==> config.mk <==
export PLATFORM = sky130hd
export DESIGN_NAME = audio_adc_rx
export DESIGN_NICKNAME = d
export VERILOG_FILES = /design/src/rtl/audio_adc_rx.sv
export SDC_FILE = /design/constraint.sdc
export NUM_CORES = 1
export LEC_CHECK = 0
export ABC_AREA = 1
export BUFFER_PORTS_ARGS = -buffer_cell sky130_fd_sc_hd__buf_2
export CAP_MARGIN = 20
export CORE_UTILIZATION = 51
export DETAILED_ROUTE_END_ITERATION = 8
export PLACE_DENSITY = 0.85
export REMOVE_ABC_BUFFERS = 1
export SLEW_MARGIN = 15
export SYNTH_ARGS = -nofsm -noshare
export SYNTH_HDL_FRONTEND = slang
export SYNTH_SLANG_ARGS = --single-unit
==> constraint.sdc <==
create_clock -name clk -period 1.5 [get_ports clk]
set_clock_uncertainty 0.05 [all_clocks]
set_input_delay 0.225 -clock clk [delete_from_list [all_inputs] [get_ports clk]]
set_output_delay 0.225 -clock clk [all_outputs]
set_load 0.02 [all_outputs]
==> src/rtl/audio_adc_rx.sv <==
// I2S ADC receiver: synchronises the codec bit stream into clk and presents signed left/right pairs on valid/ready.
// Optional peak meter built when AUDIO_ADC_PEAK_EN is defined.
//
// state | meaning
// SYNC  | waiting for the first LR clock edge after reset
// SKIP  | discarding the I2S one-bit delay slot
// SHIFT | shifting DATA_W bits in, MSB first
// HOLD  | word complete, ignoring bits until the next LR clock edge
module audio_adc_rx #(
    parameter int DATA_W        = 16,
    parameter int SYNC_STAGES   = 2,
    parameter int PEAK_WIN_LOG2 = 12
) (
    input  logic              clk,
    input  logic              rst_n,
    input  logic              aud_bclk,
    input  logic              aud_adclrck,
    input  logic              aud_adcdat,
    output logic [DATA_W-1:0] out_left,
    output logic [DATA_W-1:0] out_right,
    output logic              out_valid,
    input  logic              out_ready,
    input  logic              err_clr,
    output logic              overrun,
    output logic              frame_err,
    output logic [7:0]        peak_l,
    output logic [7:0]        peak_r
);

    localparam int CNT_W = $clog2(DATA_W);
    localparam logic [CNT_W-1:0] CNT_MAX = CNT_W'(DATA_W - 1);

    typedef enum logic [1:0] {SYNC, SKIP, SHIFT, HOLD} state_t;

    state_t state, state_nxt;

    logic [SYNC_STAGES-1:0] bclk_sync, lrck_sync, dat_sync;
    logic bclk_s, lrck_s, dat_s, bclk_d;
    logic bit_evt, lr_chg, lrck_prev, channel;
    logic [CNT_W-1:0] cnt;
    logic [DATA_W-1:0] shreg, word, left_hold;
    logic lh_valid;
    logic chan_load, cnt_load, shift_en, word_done, frame_err_set;
    logic left_done, pair_fire;

    always_ff @(posedge clk or negedge rst_n) begin
        if (!rst_n) begin
            bclk_sync <= '0;
            lrck_sync <= '0;
            dat_sync  <= '0;
            bclk_d    <= 1'b0;
        end else begin
            bclk_sync <= {bclk_sync[SYNC_STAGES-2:0], aud_bclk};
            lrck_sync <= {lrck_sync[SYNC_STAGES-2:0], aud_adclrck};
            dat_sync  <= {dat_sync[SYNC_STAGES-2:0], aud_adcdat};
            bclk_d    <= bclk_s;
        end
    end

    assign bclk_s  = bclk_sync[SYNC_STAGES-1];
    assign lrck_s  = lrck_sync[SYNC_STAGES-1];
    assign dat_s   = dat_sync[SYNC_STAGES-1];
    assign bit_evt = bclk_s & ~bclk_d;
    assign lr_chg  = bit_evt & (lrck_s != lrck_prev);
    assign word    = {shreg[DATA_W-2:0], dat_s};

    always_ff @(posedge clk or negedge rst_n) begin
        if (!rst_n) state <= SYNC;
        else        state <= state_nxt;
    end

    always_comb begin
        state_nxt     = state;
        chan_load     = 1'b0;
        cnt_load      = 1'b0;
        shift_en      = 1'b0;
        word_done     = 1'b0;
        frame_err_set = 1'b0;
        if (bit_evt) begin
            if (lr_chg) begin
                // The bit carrying the LR edge is always thrown away.
                state_nxt     = SKIP;
                chan_load     = 1'b1;
                frame_err_set = (state == SHIFT);
            end else begin
                case (state)
                    SYNC:  state_nxt = SYNC;
                    SKIP: begin
                        state_nxt = SHIFT;
                        cnt_load  = 1'b1;
                    end
                    SHIFT: begin
                        shift_en = 1'b1;
                        if (cnt == '0) begin
                            word_done = 1'b1;
                            state_nxt = HOLD;
                        end
                    end
                    HOLD:    state_nxt = HOLD;
                    default: state_nxt = SYNC;
                endcase
            end
        end
    end

    assign left_done = word_done & ~channel;
    assign pair_fire = word_done & channel & lh_valid;

    always_ff @(posedge clk or negedge rst_n) begin
        if (!rst_n) begin
            lrck_prev <= 1'b0;
            channel   <= 1'b0;
            cnt       <= '0;
            shreg     <= '0;
            left_hold <= '0;
            lh_valid  <= 1'b0;
            out_left  <= '0;
            out_right <= '0;
            out_valid <= 1'b0;
            overrun   <= 1'b0;
            frame_err <= 1'b0;
        end else begin
            if (bit_evt)   lrck_prev <= lrck_s;
            if (chan_load) channel   <= lrck_s;
            if (cnt_load)      cnt <= CNT_MAX;
            else if (shift_en) cnt <= cnt - CNT_W'(1);
            if (shift_en) shreg <= word;
            if (left_done) begin
                left_hold <= word;
                lh_valid  <= 1'b1;
            end else if (pair_fire) begin
                lh_valid <= 1'b0;
            end
            if (pair_fire && (!out_valid || out_ready)) begin
                out_left  <= left_hold;
                out_right <= word;
                out_valid <= 1'b1;
            end else if (out_valid && out_ready) begin
                out_valid <= 1'b0;
            end
            // A same-cycle set beats err_clr so no event is lost.
            if (pair_fire && out_valid && !out_ready) overrun <= 1'b1;
            else if (err_clr)                        overrun <= 1'b0;
            if (frame_err_set) frame_err <= 1'b1;
            else if (err_clr)  frame_err <= 1'b0;
        end
    end

`ifdef AUDIO_ADC_PEAK_EN
    localparam logic [DATA_W-1:0] MIN_VAL = {1'b1, {(DATA_W-1){1'b0}}};

    function automatic logic [DATA_W-2:0] abs_sat(input logic [DATA_W-1:0] x);
        logic [DATA_W-1:0] neg;
        neg = ~x + DATA_W'(1);
        if (x == MIN_VAL)     abs_sat = '1;
        else if (x[DATA_W-1]) abs_sat = neg[DATA_W-2:0];
        else                  abs_sat = x[DATA_W-2:0];
    endfunction

    logic [PEAK_WIN_LOG2-1:0] win_cnt;
    logic [DATA_W-2:0] abs_max_l, abs_max_r, abs_l, abs_r, max_l_nxt, max_r_nxt;

    assign abs_l     = abs_sat(left_hold);
    assign abs_r     = abs_sat(word);
    assign max_l_nxt = (abs_l > abs_max_l) ? abs_l : abs_max_l;
    assign max_r_nxt = (abs_r > abs_max_r) ? abs_r : abs_max_r;

    // Every formed pair counts toward the window, including ones dropped on overrun.
    always_ff @(posedge clk or negedge rst_n) begin
        if (!rst_n) begin
            win_cnt   <= '0;
            abs_max_l <= '0;
            abs_max_r <= '0;
            peak_l    <= '0;
            peak_r    <= '0;
        end else if (pair_fire) begin
            win_cnt <= win_cnt + PEAK_WIN_LOG2'(1);
            if (win_cnt == '1) begin
                peak_l    <= max_l_nxt[DATA_W-2 -: 8];
                peak_r    <= max_r_nxt[DATA_W-2 -: 8];
                abs_max_l <= '0;
                abs_max_r <= '0;
            end else begin
                abs_max_l <= max_l_nxt;
                abs_max_r <= max_r_nxt;
            end
        end
    end
`else
    assign peak_l = 8'h00;
    assign peak_r = 8'h00;
`endif

endmodule

[Word level (Yosys, flattened, before mapping)]
Cells that the tools add are included.
Word-level totals
  bits in registers: 82
  bits of input ports: 7
  output and inout port bits: 51
  logic and storage cells: 70
Cells by class
  $add $sub $neg: 1
  equality and inequality tests: 5
  muxes and demuxes: 26
  bitwise gates (word level): 7
  reduce and logical (&&, ||, !) cells: 15
Operator list (count)
  2-to-1 mux 1 bit: 21
  nonzero test 2 bit: 5
  2-to-1 mux 4 bit: 2
  case mux 2 bit (4 select lines): 1
  bitwise AND 1 bit: 5
  == test 2 bit (second input constant): 2
  logical AND 1 bit: 4
  zero test 4 bit: 1
  2-to-1 mux 2 bit: 2
  subtractor 4 x 1 -> 4 bit (second input constant): 1
  != test 3 x 2 -> 1 bit (second input constant): 1
  == test 2 x 1 -> 1 bit (second input constant): 1
  zero test 1 bit: 2
  zero test 2 bit: 1
  NOT 1 bit: 2
  AND reduction 2 bit: 1
  logical OR 1 bit: 1
  != test 1 bit: 1

[Longest topological paths before layout]
Gate-level depths: netlist of the first run.
  depth in word-level cells: 10
  mapped depth: 9

[Worst setup path before layout of the first run]
No wires, ideal clock.
  path type: reg-to-reg
  start: reg cnt[0]
  end: reg out_left[10]
  arrival: 1.309 ns
  slack: 0.020 ns
  cell stages (with the launch flop): 9
  path buffers: 1
  cell sequence: dfrtp_1 inv_1 ha_1 nand2_1 nor2_2 nand4_2 buf_2 o21bai_1 nand2_1
Between the ends
  word-level cells in the longest chain between the ends: 8
Ends and longest elaborated chain
  start: declaration: RTL line 40  | logic [CNT_W-1:0] cnt;
  start signal: assignment: RTL line 126  | else if (shift_en) cnt <= cnt - CNT_W'(1);
  zero test 4 bit: RTL line 94  | if (cnt == '0) begin
  2-to-1 mux 1 bit: RTL line 94
  2-to-1 mux 1 bit: RTL line 86  | case (state)
  2-to-1 mux 1 bit: RTL line 80  | if (lr_chg) begin
  2-to-1 mux 1 bit: RTL line 79  | if (bit_evt) begin
  bitwise AND 1 bit (2 in series): RTL line 107  | assign pair_fire = word_done & channel & lh_valid;
  logical AND 1 bit: RTL line 134  | if (pair_fire && (!out_valid || out_ready)) begin
  end signal: assignment: RTL line 135  | out_left <= left_hold;
  end: declaration: RTL line 19  | output logic [DATA_W-1:0] out_left,
No other way between the ends.
A chain may end at the register's enable or synchronous reset.

[Worst setup path after layout of the first run]
  start: reg cnt[0]
  end: reg out_right[15]
Between the ends
  word-level cells in the longest chain between the ends: 8
Ends and longest elaborated chain
  zero test 4 bit: RTL line 94
  2-to-1 mux 1 bit: RTL line 94
  2-to-1 mux 1 bit: RTL line 86
  2-to-1 mux 1 bit: RTL line 80
  2-to-1 mux 1 bit: RTL line 79
  bitwise AND 1 bit (2 in series): RTL line 107
  logical AND 1 bit: RTL line 134
  end signal: assignment: RTL line 136  | out_right <= word;
  end: declaration: RTL line 20  | output logic [DATA_W-1:0] out_right,
No other way between the ends.

==> impl_metrics.json, run 1 <==
{
  "clk_latency_ps": 350,
  "cp.arrival_ps": 1810,
  "area_growth_pct": 25.80,
  "detail_route.vias_per_cell": 5.114,
  "wire_per_inst_um": 15.89,
  "min_period_ps": 1630,
  "regArea_sq_mm": 0.002053,
  "numCtsBuffers": 9,
  "synth-async-reset-ratio": 1.000,
  "root_buffer": "clkbuf_8",
  "fmax_mhz": 613.6,
  "synth_ff_type": "dfrtp_1",
  "grt-ovfl-total": 0,
  "io_buffers": 41,
  "synthTopCellsByCount": "92 x nand2_1, 82 x dfrtp_1, 62 x inv_1",
  "whs_ps": 50.19,
  "detail-route-antenna-nets": 0,
  "synth_most_common_cell": "nand2_1",
  "grt_use_total": 0.2188,
  "grt_max_degree": 44,
  "crit_slowest_cell": "dfrtp_1",
  "violations": "setup timing",
  "outcome": "finished with violations",
  "rows": 30,
  "start_util": 0.5405,
  "synth_edf_count": 0,
  "ys_seq_area_frac": 0.5467,
  "ios": 58,
  "hp-class": "input port to register",
  "cp.required_ps": 1680,
  "slowest_delay_ps": 390,
  "antenna_found_initial": 0,
  "endpoint_kind": "register",
  "setup_viol": 43,
  "critPathMaxFanout": 20,
  "power_leakage_nw": 2.371,
  "cts_sinks": 82,
  "syn_area_per_cell_sq_um": 9.408,
  "htreeDepth": 3,
  "ys_warn_count": 0,
  "dp_slack_ps": -82.11,
  "dr.pass1.iters": 4,
  "p_per_area_mw_per_mm2": 1185,
  "dieArea_sq_mm": 0.007707,
  "min_period_over_period": 1.086,
  "dp_hpwl_mm": 4.610,
  "ir_drop_mv": 0.5976,
  "finalMaxSlewViolations": 0,
  "setup_ws_ps": -129.7,
  "drc": 0,
  "crit_type": "register to register",
  "hold_viol_final": 0,
  "dieWidth_um": 87.79,
  "maxCapViolations": 0,
  "clk_pin_slew_worst_paths_ps": 80,
  "wl_mm": 9.088,
  "yosysUniqueCellTypes": 27,
  "synth_top_area_share": 0.5467,
  "fin_tns_setup_ps": -1975,
  "cp_num_buf_inv": 2,
  "multi_input_area_sq_mm": 0.001404,
  "nFillCells": 498,
  "crit_chain": "inv_2 -> ha_4 -> nand2_4 -> nor2_4 -> nand4_4 -> buf_12 -> o21bai_1 -> nand2_1",
  "synthTopCellsByArea": "dfrtp_1 55%, nand2_1 9.2%, o21bai_1 6.4%",
  "num-nets-final": 480,
  "rsz0062_at_grt": "yes",
  "coreArea_sq_mm": 0.006944,
  "cp_top_family": "simple AND/OR/NAND/NOR gates",
  "grt_first_pass_wirelength_mm": 12.67,
  "synth_seq_cells": 82,
  "cts_tree": "built",
  "grt_pass1_vias": 2715,
  "synthCells": 399,
  "cp-start-kind": "register",
  "diodes": 0,
  "syn_area_sq_mm": 0.003754,
  "drt_iter0_drc": 201,
  "place_congestion": 0.7876,
  "drive_above_1_share": 0.3088,
  "die_h_um": 87.79,
  "synth_top_area_cell": "dfrtp_1",
  "dr_total_vias": 2925,
  "cts_buffer_depth": 2
}
cell families after synthesis:
logic type	Yosys count	share of synthesized area
buffers and inverters	98	0.1327
adders and majority gates	2	0.006666
DFF	82	0.5467
AOI/OAI and AO/OA	67	0.1263
xor gates and xnor gates	1	0.002334
and+or+nand+nor	148	0.1843
other	1	0.0009990
worst paths after layout:
kind                            slack (ps)             to          from  cells after the start
worst max-delay path                  -130  out_right[15]        cnt[0]                      8
worst min-delay path                    50        overrun       err_clr                      2
worst max register to register        -130  out_right[15]        cnt[0]                      8
worst min register to register         300   bclk_sync[1]  bclk_sync[0]                      0
max in group asynchronous              810  out_right[12]         rst_n                      3
min in group asynchronous              170   bclk_sync[0]         rst_n                      2
layout by cell type (no fill, tap or decap):
cell and count:
nor3_1 2, buf_6 5, clkbuf_16 5, nor2_4 4, o22ai_1 2, buf_8 1, inv_1 57, o21ai_0 13
dfrtp_1 81, ha_4 1, nand3_2 4, buf_12 7, nand4_4 1, nand3_1 38, clkinv_2 1, nand2_2 15
dfrtp_2 1, ha_1 1, bufinv_16 1, or2_2 1, nand2_1 73, conb_1 16, nand2_8 1, nand3_4 1
clkinv_1 1, inv_2 5, inv_4 1, xnor2_1 1, nor2_2 1, buf_4 17, buf_2 40, clkbuf_1 3
nor2_8 1, o21ai_1 5, dlygate4sd3_1 4, clkbuf_8 11, o21bai_1 32, nand2_4 7, o21ai_2 15
timing repair:
| item | in CTS | in global routing |
|---|---|---|
| gates cloned | 1 | 7 |
| pin swaps | 5 | 11 |
| hold endpoints to repair | 85 | 0 |
| gates resized for setup | 16 | 42 |
| hold buffers | 4 | 0 |
| buffers inserted | 1 | 9 |
| endpoints found under the setup margin | 46 | 68 |
metrics by stage:
step	total power (W)	util	instances	instance area, sq um
6_report	0.005598	0.6800	572	4722
5_1_grt	0.005851	0.6800	572	4722
4_1_cts	0.005325	0.6362	556	4418
3_5_place_dp	0.003579	0.5879	534	4083
3_3_place_gp	0.003520	0.5879	534	4083
2_1_floorplan	0.003248	-	380	3552
metal layers:
| layer | vias up | GRT usage | share of wire |
|---|---|---|---|
| met5 | - | 0 | 0 |
| met4 | 0 | 0.1148 | 0.030 |
| met3 | 23 | 0.04901 | 0.049 |
| met2 | 96 | 0.3643 | 0.52 |
| met1 | 1443 | 0.2667 | 0.40 |
| li1 | 1363 | - | - |
flip-flops by register name (all words and copies together), names as in the netlist:
register,count
lrck_sync,2
state,2
out_left,16
lrck_prev,1
out_valid,1
out_right,16
channel,1
bclk_d,1
dat_sync,2
shreg,15
cnt,4
left_hold,16
frame_err,1
lh_valid,1
overrun,1
bclk_sync,2
cell type report:
| type | count | area share |
|---|---|---|
| clock buffers | 14 | 0.03445 |
| multi-input cells | 235 | 0.2973 |
| inverters | 64 | 0.05140 |
| flip-flops and latches | 82 | 0.4348 |
| well taps | 96 | 0.02544 |
| clock inverters | 2 | 0.007419 |
| repair buffers | 79 | 0.1492 |
worst reg2reg max path: cells and delay by family, from the launching register on:
kind | cells | cell delay, ps
flip-flops | 1 | 390
buffers and inverters | 2 | 300
AO/OA/AOI/OAI | 1 | 180
adder cells (fa/ha/maj) | 1 | 160
AND/OR/NAND/NOR | 4 | 430
where the power goes:
part | switching (W) | internal (W)
combinational | 0.000810 | 0.000548
sequential | 0.000183 | 0.00244
clock | 0.000761 | 0.000861
No activity file was read; power rests on OpenSTA's default activity.
==> run 2: changes to the inputs <==
Settings changed: CORE_UTILIZATION 51 to 53, CTS_BUF_LIST set to sky130_fd_sc_hd__clkbuf_8, MAX_ROUTING_LAYER set to met4, PLACE_DENSITY 0.85 to 0.87.
==> impl_metrics.json, run 2 (synthesized netlist as in run 1, its figures left out) <==
{
  "outcome": "finished with violations",
  "violations": "setup timing",
  "power_w": 0.005605,
  "grt-ovfl-total": 0,
  "htreeDepth": 3,
  "wire_per_inst_um": 14.69,
  "min_period_over_period": 1.083,
  "top_regs": "left_hold (16), out_left (16), out_right (16)",
  "rows": 30,
  "num-nets-final": 472,
  "endpoint_kind": "register",
  "combinationalPowerShare": 0.247,
  "start_util": 0.5495,
  "place_congestion": 0.7459,
  "io_buffers": 41,
  "grt_max_degree": 83,
  "swShare": 0.3245,
  "drive_above_1_share": 0.2863,
  "cts_tree": "built",
  "detail-route-antenna-nets": 0,
  "setup_ws_ps": -124.9,
  "ios": 58,
  "final_common_cell": "nand2_1",
  "rsz0062_at_grt": "yes",
  "hold_viol_final": 0,
  "hp-class": "input port to register",
  "dr.pass1.iters": 5,
  "drc": 0,
  "finalMaxSlewViolations": 0,
  "grt_use_total": 0.2345,
  "r2r-start": "cnt[1]",
  "hold_depth": 2,
  "intPower_w": 0.003786,
  "power_frac_seq": 0.465,
  "clk_pin_slew_worst_paths_ps": 90,
  "dr_total_vias": 2891,
  "dieWidth_um": 86.16,
  "crit_type": "register to register",
  "fmax_mhz": 615.4,
  "wl_mm": 8.283,
  "final_cell_mix": "86 x nand2_1, 82 x dfrtp_1, 59 x inv_1",
  "min_period_ps": 1625,
  "dp_hpwl_mm": 4.305,
  "dpl_cell_area_sq_mm": 0.004053,
  "drt_iter0_drc": 193,
  "fin_tns_setup_ps": -4047,
  "dieArea_sq_mm": 0.007423,
  "ir_drop_mv": 0.8635,
  "utilization": 0.6718,
  "die_h_um": 86.16,
  "root_buffer": "clkbuf_8",
  "antenna_found_initial": 0,
  "numCtsBuffers": 9,
  "crit_path_end": "out_left[11]",
  "whs_ps": 16.16,
  "setup_viol": 48,
  "area_growth_pct": 22.27,
  "grt_pass1_vias": 2686,
  "clkPwrFrac": 0.288,
  "p_per_area_mw_per_mm2": 1221,
  "coreArea_sq_mm": 0.006832,
  "grt_first_pass_wirelength_mm": 12.76,
  "reg2reg_depth": 8,
  "cp.arrival_ps": 1820,
  "maxCapViolations": 0,
  "critPathMaxFanout": 17,
  "p_sw_w": 0.001819,
  "startpoint": "cnt[1]",
  "cts_buffer_depth": 2,
  "cp.required_ps": 1690,
  "cp-start-kind": "register",
  "cts_sinks": 82,
  "fin_area_sq_mm": 0.004589,
  "detail_route.vias_per_cell": 5.126,
  "diodes": 0,
  "r2r-end": "out_left[11]",
  "reg2reg_slack_ps": -120,
  "power_leakage_nw": 2.294,
  "clk_latency_ps": 360
}
==> run 2: what timing repair did <==
action / CTS / global route
cloned: 3 / 2
gates resized for setup: 17 / 21
hold buffers: 4 / 0
endpoints found under the setup margin: 51 / 68
endpoints found under the hold margin: 85 / 0
pin swaps: 7 / 13
setup buffers: 5 / 6
==> run 2: critical path, stage by stage (launching register included) <==
cell and delay, ps:
dfrtp_1 390, inv_2 90, ha_4 150, nand2_4 60, nor2_4 170, nand4_4 170
buf_12 200, o21bai_1 150, nand2_1 70
==> run 2: routing by layer <==
layer,up-vias,global-route usage,part of all wire
li1,1351,-,-
met1,1405,0.2883,0.41
met2,106,0.3773,0.51
met3,29,0.04524,0.049
met4,0,0.1045,0.029
met5,-,-,0
==> run 2: power by group through the flow <==
stage | sequential [W] | clock [W] | combinational [W]
detailed placement | 0.00262 | 0 | 0.000968
CTS | 0.00258 | 0.00161 | 0.00115
global route | 0.00263 | 0.00172 | 0.00150
finish | 0.00260 | 0.00162 | 0.00139
global placement | 0.00261 | 0 | 0.000911
floorplan | 0.00266 | 0 | 0.000590
==> run 2: stage by stage <==
stage,std cells,setup slack [ps]
6_report,564,-124.9
5_1_grt,564,-193.5
4_1_cts,558,-93.77
3_5_place_dp,530,-88.79
3_3_place_gp,530,7.886
2_1_floorplan,380,-951.9
==> run 2: worst min path at each step <==
stage	from	end	slack, ps
2_1_floorplan	rst_n	bclk_d	-120
3_3_place_gp	rst_n	out_right[5]	230
3_5_place_dp	rst_n	shreg[4]	240
4_1_cts	err_clr	frame_err	20
5_1_grt	err_clr	overrun	20
6_report	err_clr	frame_err	20
==> run 2: final cells by class <==
cell class / count / area (sq um)
clock buffers: 10 / 137.6
clock inverters: 6 / 63.81
fillers: 516 / 2242
inverters: 64 / 245.2
multi-input cells: 236 / 1433
flip-flops and latches: 82 / 2052
well taps: 96 / 120.1
repair buffers: 70 / 538.0
